**config.mk**
```make
export PLATFORM = sky130hd
export DESIGN_NAME = moore_fsm_ol
export DESIGN_NICKNAME = d
export VERILOG_FILES = /design/src/rtl/moore_fsm_ol.sv
export SDC_FILE = /design/constraint.sdc
export NUM_CORES = 1
export LEC_CHECK = 0
export ABC_AREA = 1
export CAP_MARGIN = 15
export CORE_AREA = 2 2 39 41
export CTS_CLUSTER_SIZE = 28
export DETAILED_ROUTE_END_ITERATION = 16
export DIE_AREA = 0 0 41 43
export PLACE_DENSITY = 0.39
export REMOVE_ABC_BUFFERS = 1
export SYNTH_ARGS = -nofsm -noshare
export SYNTH_HDL_FRONTEND = slang
export SYNTH_SLANG_ARGS = --single-unit
```
**constraint.sdc**
```tcl
create_clock -name clk -period 1.1 [get_ports clk]
set_input_delay 0.22 -clock clk [delete_from_list [all_inputs] [get_ports clk]]
set_output_delay 0.22 -clock clk [all_outputs]
set_load 0.02 [all_outputs]
```
**src/rtl/moore_fsm_ol.sv**
```systemverilog
// moore_fsm_ol: Moore-type serial detector for the bit pattern 1-1-0-1-1, with
// overlapping matches allowed. One input bit is sampled per rising clock edge.
// The detect flag is decoded only from the state register, so there is no
// combinational path from the serial input to the flag.
//
// Build option: define MOORE_FSM_OL_DBG_EN to add the debug outputs state_o
// (mirror of the state register) and det_cnt (number of detections since
// reset, wrapping modulo 2^CNT_W). The clk/rst/in/out behaviour is the same in
// both builds; CNT_W has no effect when the debug build is off.
module moore_fsm_ol #(
  parameter int CNT_W = 8
) (
  input  logic             clk,
  input  logic             rst,      // synchronous, active-low
  input  logic             in,
`ifdef MOORE_FSM_OL_DBG_EN
  output logic [2:0]       state_o,
  output logic [CNT_W-1:0] det_cnt,
`endif
  output logic             out
);

  // Each state is the longest suffix of the input that is also a prefix of
  // the pattern. Codes 6 and 7 are unreachable and recover to S0.
  typedef enum logic [2:0] {
    S0 = 3'd0,  // nothing matched
    S1 = 3'd1,  // "1"
    S2 = 3'd2,  // "11"
    S3 = 3'd3,  // "110"
    S4 = 3'd4,  // "1101"
    S5 = 3'd5   // "11011" - full match
  } state_t;

  state_t r_state;
  state_t w_next;

  // State register; reset discards any partial match.
  always_ff @(posedge clk) begin
    if (!rst) begin
      r_state <= S0;
    end else begin
      r_state <= w_next;
    end
  end

  // Next-state logic; S5 falls back to its overlapping suffix.
  always_comb begin
    w_next = S0;
    case (r_state)
      S0:      w_next = in ? S1 : S0;
      S1:      w_next = in ? S2 : S0;
      S2:      w_next = in ? S2 : S3;  // a run of 1s still leaves "11"
      S3:      w_next = in ? S4 : S0;
      S4:      w_next = in ? S5 : S0;
      S5:      w_next = in ? S2 : S3;  // "110111" keeps "11", "110110" keeps "110"
      default: w_next = S0;            // unused codes 6 and 7
    endcase
  end

  // Moore output: high for the whole cycle spent in S5.
  always_comb begin
    out = (r_state == S5);
  end

`ifdef MOORE_FSM_OL_DBG_EN
  logic [CNT_W-1:0] r_det_cnt;

  // Count every edge that enters S5; wraps naturally at 2^CNT_W.
  always_ff @(posedge clk) begin
    if (!rst) begin
      r_det_cnt <= '0;
    end else if (w_next == S5) begin
      r_det_cnt <= r_det_cnt + 1'b1;
    end
  end

  // Expose the raw state register and the counter.
  always_comb begin
    state_o = r_state;
    det_cnt = r_det_cnt;
  end
`endif

endmodule

```
* Word level (Yosys, flattened, before mapping)
Index checks and enable logic that the tools add are counted.
Operators by class: $add $sub $neg 0, muxes and demuxes 6, shift operators 0, order comparisons 0, bitwise operators 0, reduce and logical (&&, ||, !) cells 2, $mul 0, divide/modulo/power cells 0, eq/ne operators 5
Operators by type and width (number):
- $pmux 3 s5 | 1
- $eq 3x2->1 const B | 2
- $eq 3x3->1 const B | 2
- $mux 3 | 2
- $eq 3x1->1 const B | 1
- $logic_not 3->1 | 1
- $mux 1 | 2
- $mux 2 | 1
- $reduce_or 2->1 | 1
Storage, ports and cells: latch bits 0, memories 0, input port bits 3, RAM bits 0, output and inout port bits 1, flip-flop bits (word level) 3, logic and storage cells 14, ROM bits 0

* Longest topological paths before layout
Gate-level depths: netlist (run 1).
depth after elaboration 3, mapped depth 5

* Least setup slack after synthesis (run 1)
OpenSTA, ideal clock, no wires.
path kind register -> output, start point register r_state[1], end point output port out, required time 0.880 ns, slack 0.286 ns, stages on the path, launching flop included 4, arrival 0.594 ns, path through dfxtp_1 > inv_2 > nand3_2 > inv_1
On the way: word-level cells in the longest chain between the ends 1
RTL lines:
- start: declaration | RTL line 34 | state_t r_state;
- start signal: assignment | RTL line 42 | r_state <= w_next;
- $eq 3x3->1 | RTL line 62 | out = (r_state == S5);
- end: declaration | RTL line 20 | output logic out
No other way between the ends.

* Final worst setup path (run 1)
Same ends and word-level chain as after synthesis.

==> results by group, run 1 <==
Floorplanning
  – Core area: 0.00138 mm^2
  – Io pins: 4
  – Die area: 0.00176 mm^2
  – Initial Util: 11.1%
  – Height of the chip: 43 um
  – Width of the chip: 41 um
  – Std cell rows: 14

Power
  – VDD IR max: 0.458 mV
  – PwrDens: 1350 mW/mm^2
  – Sw Ratio: 23.7%
  – Design Power: 0.000372 W
  – Combinational power share: 14.7%
  – Clk pwr share: 52.6%
  – Switching power: 0.0000884 W
  – Cell internal pwr: 0.000284 W
  – Sequential share of power: 32.6%
  – Leak pwr: 0.137 nW

Logic synthesis
  – Post-Syn Area: 154 um^2
  – Synthesized instance count: 21
  – Unique masters post-synth: 14
  – Synthesis Warnings: 0
  – Post-synthesis sequential area ratio: 39.0%
  – FF+latch count, synth: 3
  – Mean Syn Cell Area: 7.33 um^2

Drt
  – Antenna Nets Post-Route: 0
  – Initial drt markers: 3
  – Drt drc: 0
  – Vias per cell: 3.44
  – Avg WL per Cell: 7.02 um
  – Routed via count: 172
  – Total Wirelength: 351 um
  – TritonRoute pass-1 iters: 2

Placement
  – IO buf count: 3
  – DPL Wire Length: 269 um
  – Pre-CTS WS: -0.182 ns
  – Routability-driven placement congestion ratio: 0.641

STA
  – Final Hold Viols: 0
  – RSZ-0062 raised after global routing: no
  – Final setup viols: 0
  – Final setup margin: 0.0435 ns
  – Max Slew Vio Count: 0
  – Max frequency: 947 MHz
  – Crit path time final: 1.06 ns
  – Clock Skews: 0.00103 ns
  – Worst-Margin Slew: 0.173 ns
  – Tcrit/Tclk final: 96.0%
  – Slew margin rel.: 88.5%

Setup path
  – Crit path required time: 0.88 ns
  – Worst setup SP type: flop
  – Cell-by-cell trace of the critical path: inv_2 > nand3_2 > inv_1 > buf_4
  – Critical path's slowest cell: dfxtp_2
  – CP arrival: 0.84 ns
  – Reg2reg end: r_state[0]
  – Reg2Reg Depth: 6
  – Worst reg2reg path startpoint: r_state[0]
  – Critical Path End Type: output pin
  – CP max FO: 2
  – Crit-path max cell delay: 0.32 ns
  – Internal reg-to-reg setup slack: 0.19 ns
  – Crit Path Category: reg2out

Clocking
  – CTS root buf: clkbuf_4
  – Max H-tree Level: 1
  – Clock latency on the worst-skew pair: 0.23 ns
  – Clock sink count: 3
  – Post-cts hold buffer count: 0
  – Worst-path clk slew: 0.04 ns
  – Num CTS Buffers: 3
  – CTS tree: done
  – Max Root-Sink Buffers: 2

Final layout
  – Fraction of layout cells with a size suffix above 1: 50.0%
  – Area Growth Syn to Fin: 78.9%
  – Largest Register: r_state
  – Antenna Cells: 0
  – Fillers: 164
  – Final Net Count: 38
  – Area of the multi-input gates: 71.3 um^2
  – Largest regs: r_state x3
  – Sequential standard cell area: 62.6 um^2
  – Max reg flops: 3

Worst hold path
  – HP Start: in
  – Hold endpoint: r_state[2]
  – Hold Crit Depth: 3
  – Worst min-delay path category: in2reg

GRT
  – First-pass GRT wire length: 558 um
  – Tot GR Track Use: 5.12%
  – Largest net degree at the start of global routing: 5
  – Vias in the first global route: 170
  – GRT overflow: 0
  – Initial antenna violation count: 0

Run
  – Max-Cap Viols: 0

Outcome
  – Outcome: finished clean
-- worst max-delay path, delay by kind of cell, from the launching register on --
kind / cells / cell delay, ns
DFF: 1 / 0.32
buffers and inverters: 3 / 0.23
and+or+nand+nor: 1 / 0.06
-- metal layers --
layer | vias to the layer above | routed length, um | GRT usage, % | part of all wire (%)
met5 | - | 0 | 0 | 0
met2 | 2 | 215 | 8.44 | 61
met4 | 0 | 0 | 2.00 | 0
li1 | 91 | - | - | -
met1 | 79 | 130 | 3.85 | 37
met3 | 0 | 5 | 4.71 | 1.4
-- synthesized netlist by cell type (all sizes together) --
| master | n | area, um^2 |
|---|---|---|
| a21oi | 2 | 13.8 |
| dfxtp | 3 | 60.1 |
| inv | 6 | 22.5 |
| nand2 | 3 | 13.8 |
| nor3 | 1 | 5.00 |
| nand3 | 2 | 15.0 |
| nor2 | 1 | 6.26 |
| nor3b | 1 | 7.51 |
| o21ai | 2 | 10.0 |
-- worst max path at each step --
stage,startpoint,to,slack (ns),cells after the start
finish,r_state[1],out,0.04,4
detailed placement,r_state[1],out,-0.18,4
CTS,r_state[2],out,0.001,3
global placement,r_state[1],out,-0.19,4
floorplan,r_state[1],out,0.29,3
global route,r_state[1],out,0.009,4
-- area by class of cell --
class                           instances  share of cell area, %
Inverter                                6                   8.18
Tap cell                               16                   7.27
Multi-Input combinational cell         12                   25.9
Timing Repair Buffer                    9                   26.4
Sequential cell                         3                   22.7
Clock buffer                            4                   9.55
-- cell families after synthesis --
family                 after synthesis  share of synthesized area [%]
flip-flops                           3                           39.0
buffers and inverters                6                           14.6
AND/OR/NAND/NOR                      8                           30.9
AO/OA/AOI/OAI                        4                           15.4
-- metrics by stage --
step	area [um^2]	setup TNS, ns	instances	util, %	hold slack [ns]
floorplan	154	0	21	-	0.360
global route	275	0	50	19.9	0.644
finish	275	0	50	19.9	0.617
detailed placement	249	-0.223	46	18.0	0.635
global placement	249	-0.244	46	18.0	0.650
CTS	270	0	50	19.5	0.627
-- power groups by stage --
stage	Clock (W)	Combinational, W	Sequential [W]
global placement	0	0.0000567	0.000123
finish	0.000196	0.0000549	0.000121
CTS	0.000202	0.0000555	0.000121
floorplan	0	0.0000245	0.000124
global route	0.000208	0.0000609	0.000122
detailed placement	0	0.0000555	0.000123
-- timing repair --
item,4_1_cts,5_1_grt
endpoints found under the hold margin,0,0
gates resized for setup,4,3
endpoints found under the setup margin,1,1
setup buffers,0,0
-- placed cells by master, fill, tap and decap left out --
master,n
buf_4,7
inv_1,5
clkbuf_4,3
nand2_1,2
clkdlybuf4s50_1,2
dfxtp_2,2
inv_2,1
nand3_2,1
nor2_2,1
o21ai_0,1
a21oi_1,1
nor3b_1,1
nand2_2,1
nand3_1,1
a21oi_2,1
nor3_1,1
o21ai_1,1
clkbuf_1,1
dfxtp_1,1
No activity file was read; power rests on OpenSTA's default activity.
==> inputs of run 2 (changes only) <==
--- a/config.mk
+++ b/config.mk
@@ -11,7 +11,7 @@
 export CTS_CLUSTER_SIZE = 28
 export DETAILED_ROUTE_END_ITERATION = 16
 export DIE_AREA = 0 0 41 43
-export PLACE_DENSITY = 0.39
+export PLACE_DENSITY_LB_ADDON = 0.12
 export REMOVE_ABC_BUFFERS = 1
 export SYNTH_ARGS = -nofsm -noshare
 export SYNTH_HDL_FRONTEND = slang
==> results by group, run 2 (synthesis gave the netlist of run 1 again) <==
Setup path
  – Worst setup SP type: flop (unchanged)
  – Cell-by-cell trace of the critical path: inv_2 > nand3_2 > inv_2 > buf_6 (was inv_2 > nand3_2 > inv_1 > buf_4)
  – Crit Path Category: reg2out (unchanged)
  – Buf/Inv on CP: 3 (unchanged)
  – Crit-path max cell delay: 0.31 ns (was 0.32 ns)
  – Critical Path Most Common Cell: inv_2
  – Critical path's slowest cell: dfxtp_2 (unchanged)
  – CP arrival: 0.83 ns (was 0.84 ns)
  – Crit path required time: 0.88 ns (about the same)
  – Family with the most delay on the worst path: flip-flops (unchanged)
  – CP max FO: 2 (unchanged)
  – Critical Path End Type: output pin (unchanged)

Drt
  – Antenna Nets Post-Route: 0 (unchanged)
  – Avg WL per Cell: 6.94 um (was 7.02 um)
  – Total Wirelength: 354 um (was 351 um)
  – Routed via count: 175 (was 172)
  – Initial drt markers: 1 (was 3)
  – Drt drc: 0 (unchanged)
  – Vias per cell: 3.43 (was 3.44)
  – TritonRoute pass-1 iters: 2 (unchanged)

STA
  – Slew margin rel.: 88.6% (was 88.5%)
  – Hold Slack: 0.619 ns (was 0.617 ns)
  – Tcrit/Tclk final: 95.7% (was 96.0%)
  – Crit path time final: 1.05 ns (was 1.06 ns)
  – Final setup viols: 0 (unchanged)
  – Clock Skews: 0.000434 ns (was 0.00103 ns)
  – Final Hold Viols: 0 (unchanged)
  – Final setup margin: 0.0474 ns (was 0.0435 ns)
  – Max Slew Vio Count: 0 (unchanged)
  – RSZ-0062 raised after global routing: yes (was no)
  – Max frequency: 950 MHz (was 947 MHz)
  – Worst-Margin Slew: 0.171 ns (was 0.173 ns)

Floorplanning
  – Die area: 0.00176 mm^2 (unchanged)
  – Std cell rows: 14 (unchanged)
  – Width of the chip: 41 um (unchanged)
  – Io pins: 4 (unchanged)
  – Height of the chip: 43 um (unchanged)
  – Core area: 0.00138 mm^2 (unchanged)
  – Initial Util: 11.1% (unchanged)

Outcome
  – Outcome: finished clean (unchanged)

Run
  – Max-Cap Viols: 0 (unchanged)

Clocking
  – Post-cts hold buffer count: 0 (unchanged)
  – Clock latency on the worst-skew pair: 0.23 ns (about the same)
  – CTS root buf: clkbuf_4 (unchanged)
  – Num CTS Buffers: 3 (unchanged)
  – Clock sink count: 3 (unchanged)
  – CTS tree: done (unchanged)
  – Max H-tree Level: 1 (unchanged)
  – Worst-path clk slew: 0.04 ns (about the same)
  – Max Root-Sink Buffers: 2 (unchanged)

Power
  – Leak pwr: 0.139 nW (was 0.137 nW)
  – VDD IR max: 0.503 mV (was 0.458 mV)
  – PwrDens: 1300 mW/mm^2 (was 1350 mW/mm^2)

Placement
  – DPL Wire Length: 274 um (was 269 um)
  – Pre-CTS WS: -0.200 ns (was -0.182 ns)
  – Post-DP Area: 249 um^2 (unchanged)
  – Post-Place Cells: 46 (unchanged)
  – IO buf count: 3 (unchanged)
  – Routability-driven placement congestion ratio: 0.692 (was 0.641)

Final layout
  – Most frequent cells in the layout: buf_4 (7), inv_1 (4), clkbuf_4 (3) (was buf_4 (7), inv_1 (5), clkbuf_4 (3))
  – Largest regs: r_state x3 (unchanged)
  – Final Net Count: 39 (was 38)
  – Commonest non-fill, non-tap cell in the layout: buf_4 (unchanged)
  – Max reg flops: 3 (unchanged)
  – Post-route insts no fill: 51 (was 50)
  – Antenna Cells: 0 (unchanged)
  – Fraction of layout cells with a size suffix above 1: 54.3% (was 50.0%)
  – Area Growth Syn to Fin: 86.2% (was 78.9%)
  – Largest Register: r_state (unchanged)
  – Final instance area: 287 um^2 (was 275 um^2)

Worst hold path
  – Worst min-delay path category: in2reg (unchanged)

GRT
  – First-pass GRT wire length: 696 um (was 558 um)
  – Initial antenna violation count: 0 (unchanged)
  – GRT overflow: 0 (unchanged)
  – Largest net degree at the start of global routing: 5 (unchanged)
  – Tot GR Track Use: 6.61% (was 5.12%)
  – Vias in the first global route: 176 (was 170)
==> run 2: worst register-to-register path: stages, from the launching register on <==
cell	delay [ns]
dfxtp_2	0.31
buf_4	0.13
nor2_2	0.12
nand2_1	0.07
nand2_2	0.06
nand2_1	0.06
a21oi_2	0.11
==> run 2: what timing repair did <==
action                                  CTS  global route
gates resized for setup                   5             4
endpoints found under the setup margin    1             1
cloned                                    0             0
buffers inserted                          0             1
pin swaps                                 0             0
==> run 2: stage by stage <==
stage / util, % / total power (W) / TNS, ns
after floorplan: - / 0.000149 / 0
after global placement: 18.0 / 0.000179 / -0.279
after detailed placement: 18.0 / 0.000178 / -0.240
after CTS: 19.7 / 0.000381 / 0
after global routing: 20.7 / 0.000420 / -0.0252
final: 20.7 / 0.000372 / 0
==> run 2: area by class of cell <==
class	instances	area (um^2)
multi-input cells	12	71.3
inverters	6	22.5
fillers	154	1100
flip-flops and latches	3	62.6
repair buffers	10	83.8
clock buffers	4	26.3
well taps	16	20.0
==> run 2: worst paths after layout <==
path,startpoint,to,slack [ns],depth (start not counted)
max,r_state[1],out,0.05,4
min,in,r_state[2],0.62,3
max reg2reg,r_state[0],r_state[0],0.17,6
min reg2reg,r_state[2],r_state[2],0.66,3
==> run 2: layer usage <==
metal	global-route usage [%]	vias to the layer above	routed length, um
met5	0	-	0
met4	6.00	0	0
met3	6.28	0	17
met2	7.50	2	184
met1	6.71	80	152
li1	-	93	-
==> run 2: where the power goes <==
| group | switching (W) | total (W) | internal [W] |
|---|---|---|---|
| Sequential | 0.00000440 | 0.000122 | 0.000117 |
| Combinational | 0.0000255 | 0.0000593 | 0.0000338 |
| Clock | 0.0000555 | 0.000191 | 0.000136 |
| Total | 0.0000853 | 0.000372 | 0.000287 |
==> inputs of run 3 (changes only) <==
--- a/config.mk
+++ b/config.mk
@@ -5,7 +5,7 @@
 export SDC_FILE = /design/constraint.sdc
 export NUM_CORES = 1
 export LEC_CHECK = 0
-export ABC_AREA = 1
+export ABC_CLOCK_PERIOD_IN_PS = 1100
 export CAP_MARGIN = 15
 export CORE_AREA = 2 2 39 41
 export CTS_CLUSTER_SIZE = 28
==> results by group, run 3 <==
Outcome
  – Outcome: finished clean (unchanged)

Power
  – Sequential share of power: 33.6% (was 32.7%)
  – VDD IR max: 0.513 mV (was 0.503 mV)
  – Leak pwr: 0.108 nW (was 0.139 nW)
  – Sw Ratio: 21.9% (was 22.9%)
  – Switching power: 0.0000766 W (was 0.0000853 W)
  – Cell internal pwr: 0.000273 W (was 0.000287 W)
  – Clk pwr share: 55.8% (was 51.4%)
  – PwrDens: 1390 mW/mm^2 (was 1300 mW/mm^2)
  – Combinational power share: 10.6% (was 15.9%)

Floorplanning
  – Die area: 0.00176 mm^2 (unchanged)
  – Width of the chip: 41 um (unchanged)
  – Std cell rows: 14 (unchanged)
  – Io pins: 4 (unchanged)
  – Core area: 0.00138 mm^2 (unchanged)
  – Initial Util: 10.8% (was 11.1%)
  – Height of the chip: 43 um (unchanged)

Placement
  – DPL Wire Length: 282 um (was 274 um)
  – Pre-CTS WS: -0.195 ns (was -0.200 ns)
  – Routability-driven placement congestion ratio: 0.604 (was 0.692)
  – IO buf count: 3 (unchanged)

Logic synthesis
  – Unique masters post-synth: 12 (was 14)
  – Synthesis Warnings: 0 (unchanged)
  – FF+latch count, synth: 3 (unchanged)
  – Post-Syn Area: 150 um^2 (was 154 um^2)
  – Post-synthesis sequential area ratio: 40.0% (was 39.0%)
  – Mean Syn Cell Area: 8.83 um^2 (was 7.33 um^2)
  – Top-count cell post-synth: dfxtp_1 (was inv_1)
  – Synth area leader: dfxtp_1 (unchanged)
  – Post-synth EDFFs: 0 (unchanged)
  – Post-synth top cells: dfxtp_1 (3), nand2_1 (2), nor2_1 (2), nor3b_1 (2) (was inv_1 (5), dfxtp_1 (3), nand2_1 (2))
  – Async SR Flop Fraction: 0% (unchanged)
  – Synth area leaders: dfxtp_1 (40%), nor3b_1 (10%), nor4bb_1 (6.7%), o31a_2 (6.7%), nor4b_1 (5.8%) (was dfxtp_1 (39%), inv_1 (12%), nand3_2 (6.5%), a21oi_2 (5.7%), nand2_1 (4.9%))
  – Synth top area share: 40.0% (was 39.0%)
  – Primary FF master, synth: dfxtp_1 (unchanged)
  – Synthesized instance count: 17 (was 21)

Worst hold path
  – Hold Crit Depth: 2 (was 3)
  – HP Start: in (unchanged)
  – Worst min-delay path category: in2reg (unchanged)
  – Hold endpoint: r_state[2] (unchanged)

Final layout
  – Fraction of layout cells with a size suffix above 1: 37.0% (was 54.3%)
  – Finished Core Util: 18.2% (was 20.7%)
  – Commonest non-fill, non-tap cell in the layout: buf_4 (unchanged)
  – Largest Register: r_state (unchanged)
  – Area Growth Syn to Fin: 67.5% (was 86.2%)
  – Largest regs: r_state x3 (unchanged)
  – Final Net Count: 31 (was 39)
  – Antenna Cells: 0 (unchanged)
  – Most frequent cells in the layout: buf_4 (4), clkbuf_4 (3) (was buf_4 (7), inv_1 (4), clkbuf_4 (3))
  – Max reg flops: 3 (unchanged)

Setup path
  – Reg2Reg Depth: 3 (was 6)
  – Crit-path max cell delay: 0.32 ns (was 0.31 ns)
  – Critical path's slowest cell: dfxtp_2 (unchanged)
  – Crit path required time: 0.88 ns (about the same)
  – Reg2reg end: r_state[0] (unchanged)
  – CP arrival: 0.83 ns (about the same)
  – Worst setup SP type: flop (unchanged)
  – Internal reg-to-reg setup slack: 0.06 ns (was 0.17 ns)
  – Critical Path End Type: output pin (unchanged)
  – Cell-by-cell trace of the critical path: nand2_1 > nor2_1 > buf_4 (was inv_2 > nand3_2 > inv_2 > buf_6)
  – Worst reg2reg path startpoint: r_state[2] (was r_state[0])
  – CP max FO: 2 (unchanged)
  – Crit Path Category: reg2out (unchanged)

Drt
  – Avg WL per Cell: 8.86 um (was 6.94 um)
  – Total Wirelength: 381 um (was 354 um)
  – Drt drc: 0 (unchanged)
  – Routed via count: 159 (was 175)
  – Vias per cell: 3.70 (was 3.43)
  – Initial drt markers: 2 (was 1)
  – TritonRoute pass-1 iters: 2 (unchanged)
  – Antenna Nets Post-Route: 0 (unchanged)

GRT
  – Tot GR Track Use: 6.71% (was 6.61%)
  – Largest net degree at the start of global routing: 8 (was 5)
  – GRT overflow: 0 (unchanged)
  – Initial antenna violation count: 0 (unchanged)
  – First-pass GRT wire length: 696 um (unchanged)
  – Vias in the first global route: 156 (was 176)

STA
  – RSZ-0062 raised after global routing: yes (unchanged)
  – Hold Slack: 0.337 ns (was 0.619 ns)
  – Tcrit/Tclk final: 95.0% (was 95.7%)
  – Worst-Margin Slew: 0.239 ns (was 0.171 ns)
  – Final Hold Viols: 0 (unchanged)
  – Max frequency: 956 MHz (was 950 MHz)
  – Crit path time final: 1.05 ns (about the same)
  – Clock Skews: 0.00198 ns (was 0.000434 ns)
  – Final setup viols: 0 (unchanged)
  – Max Slew Vio Count: 0 (unchanged)
  – Slew margin rel.: 83.8% (was 88.6%)
  – Final setup margin: 0.0545 ns (was 0.0474 ns)

Clocking
  – Max H-tree Level: 1 (unchanged)
  – Max Root-Sink Buffers: 2 (unchanged)
  – Clock sink count: 3 (unchanged)
  – CTS tree: done (unchanged)
  – CTS root buf: clkbuf_4 (unchanged)
  – Num CTS Buffers: 3 (unchanged)
  – Worst-path clk slew: 0.04 ns (about the same)
  – Clock latency on the worst-skew pair: 0.23 ns (about the same)

Run
  – Max-Cap Viols: 0 (unchanged)
-- run 3: power groups by stage --
stage	sequential, W	combinational [W]	clock, W
2_1_floorplan	0.000123	0.0000127	0
3_3_place_gp	0.000118	0.0000378	0
3_5_place_dp	0.000118	0.0000377	0
4_1_cts	0.000117	0.0000379	0.000205
5_1_grt	0.000118	0.0000412	0.000221
6_report	0.000117	0.0000371	0.000195
-- run 3: repair_timing --
action	in CTS	in global routing
setup buffers	0	0
cloned	0	0
gates resized for setup	4	4
endpoints found under the setup margin	1	2
hold buffers	0	0
-- run 3: logic make-up (layout without fill, tap and decap cells) --
family / Yosys count / in the layout / synth area share [%]
flip-flops: 3 / 3 / 40.0
buffers and inverters: 0 / 10 / 0
AND/OR/NAND/NOR: 10 / 10 / 40.8
AO/OA/AOI/OAI: 4 / 4 / 19.2
-- run 3: worst max path at each step --
stage | start | end
after floorplan | r_state[0] | out
after global placement | in | r_state[0]
after detailed placement | in | r_state[0]
after CTS | r_state[0] | out
after global routing | r_state[2] | out
final | r_state[0] | out
-- run 3: critical path: cells and delay by family, from the launching register on --
family        cells  cell delay [ns]
flops             1             0.32
buf+inv           1             0.15
simple gates      2             0.13
-- run 3: cell type report --
type | count | area [um^2]
well taps | 16 | 20.0
fillers | 161 | 1130
flip-flops and latches | 3 | 62.6
clock buffers | 4 | 26.3
repair buffers | 6 | 52.6
multi-input cells | 14 | 90.1
-- run 3: through the flow --
step	instances	cell area, um^2	power, W	setup TNS (ns)
2_1_floorplan	17	150	0.000135	0
3_3_place_gp	39	223	0.000156	-0.460
3_5_place_dp	39	223	0.000156	-0.475
4_1_cts	43	244	0.000360	0
5_1_grt	43	251	0.000380	-0.00692
6_report	43	251	0.000349	0
-- run 3: metal layers --
| metal | GRT usage (%) | routed length (um) | vias to the layer above |
|---|---|---|---|
| met1 | 7.67 | 152 | 70 |
| met5 | 0 | 0 | - |
| li1 | - | - | 84 |
| met2 | 7.81 | 181 | 5 |
| met4 | 0 | 0 | 0 |
| met3 | 9.42 | 46 | 0 |
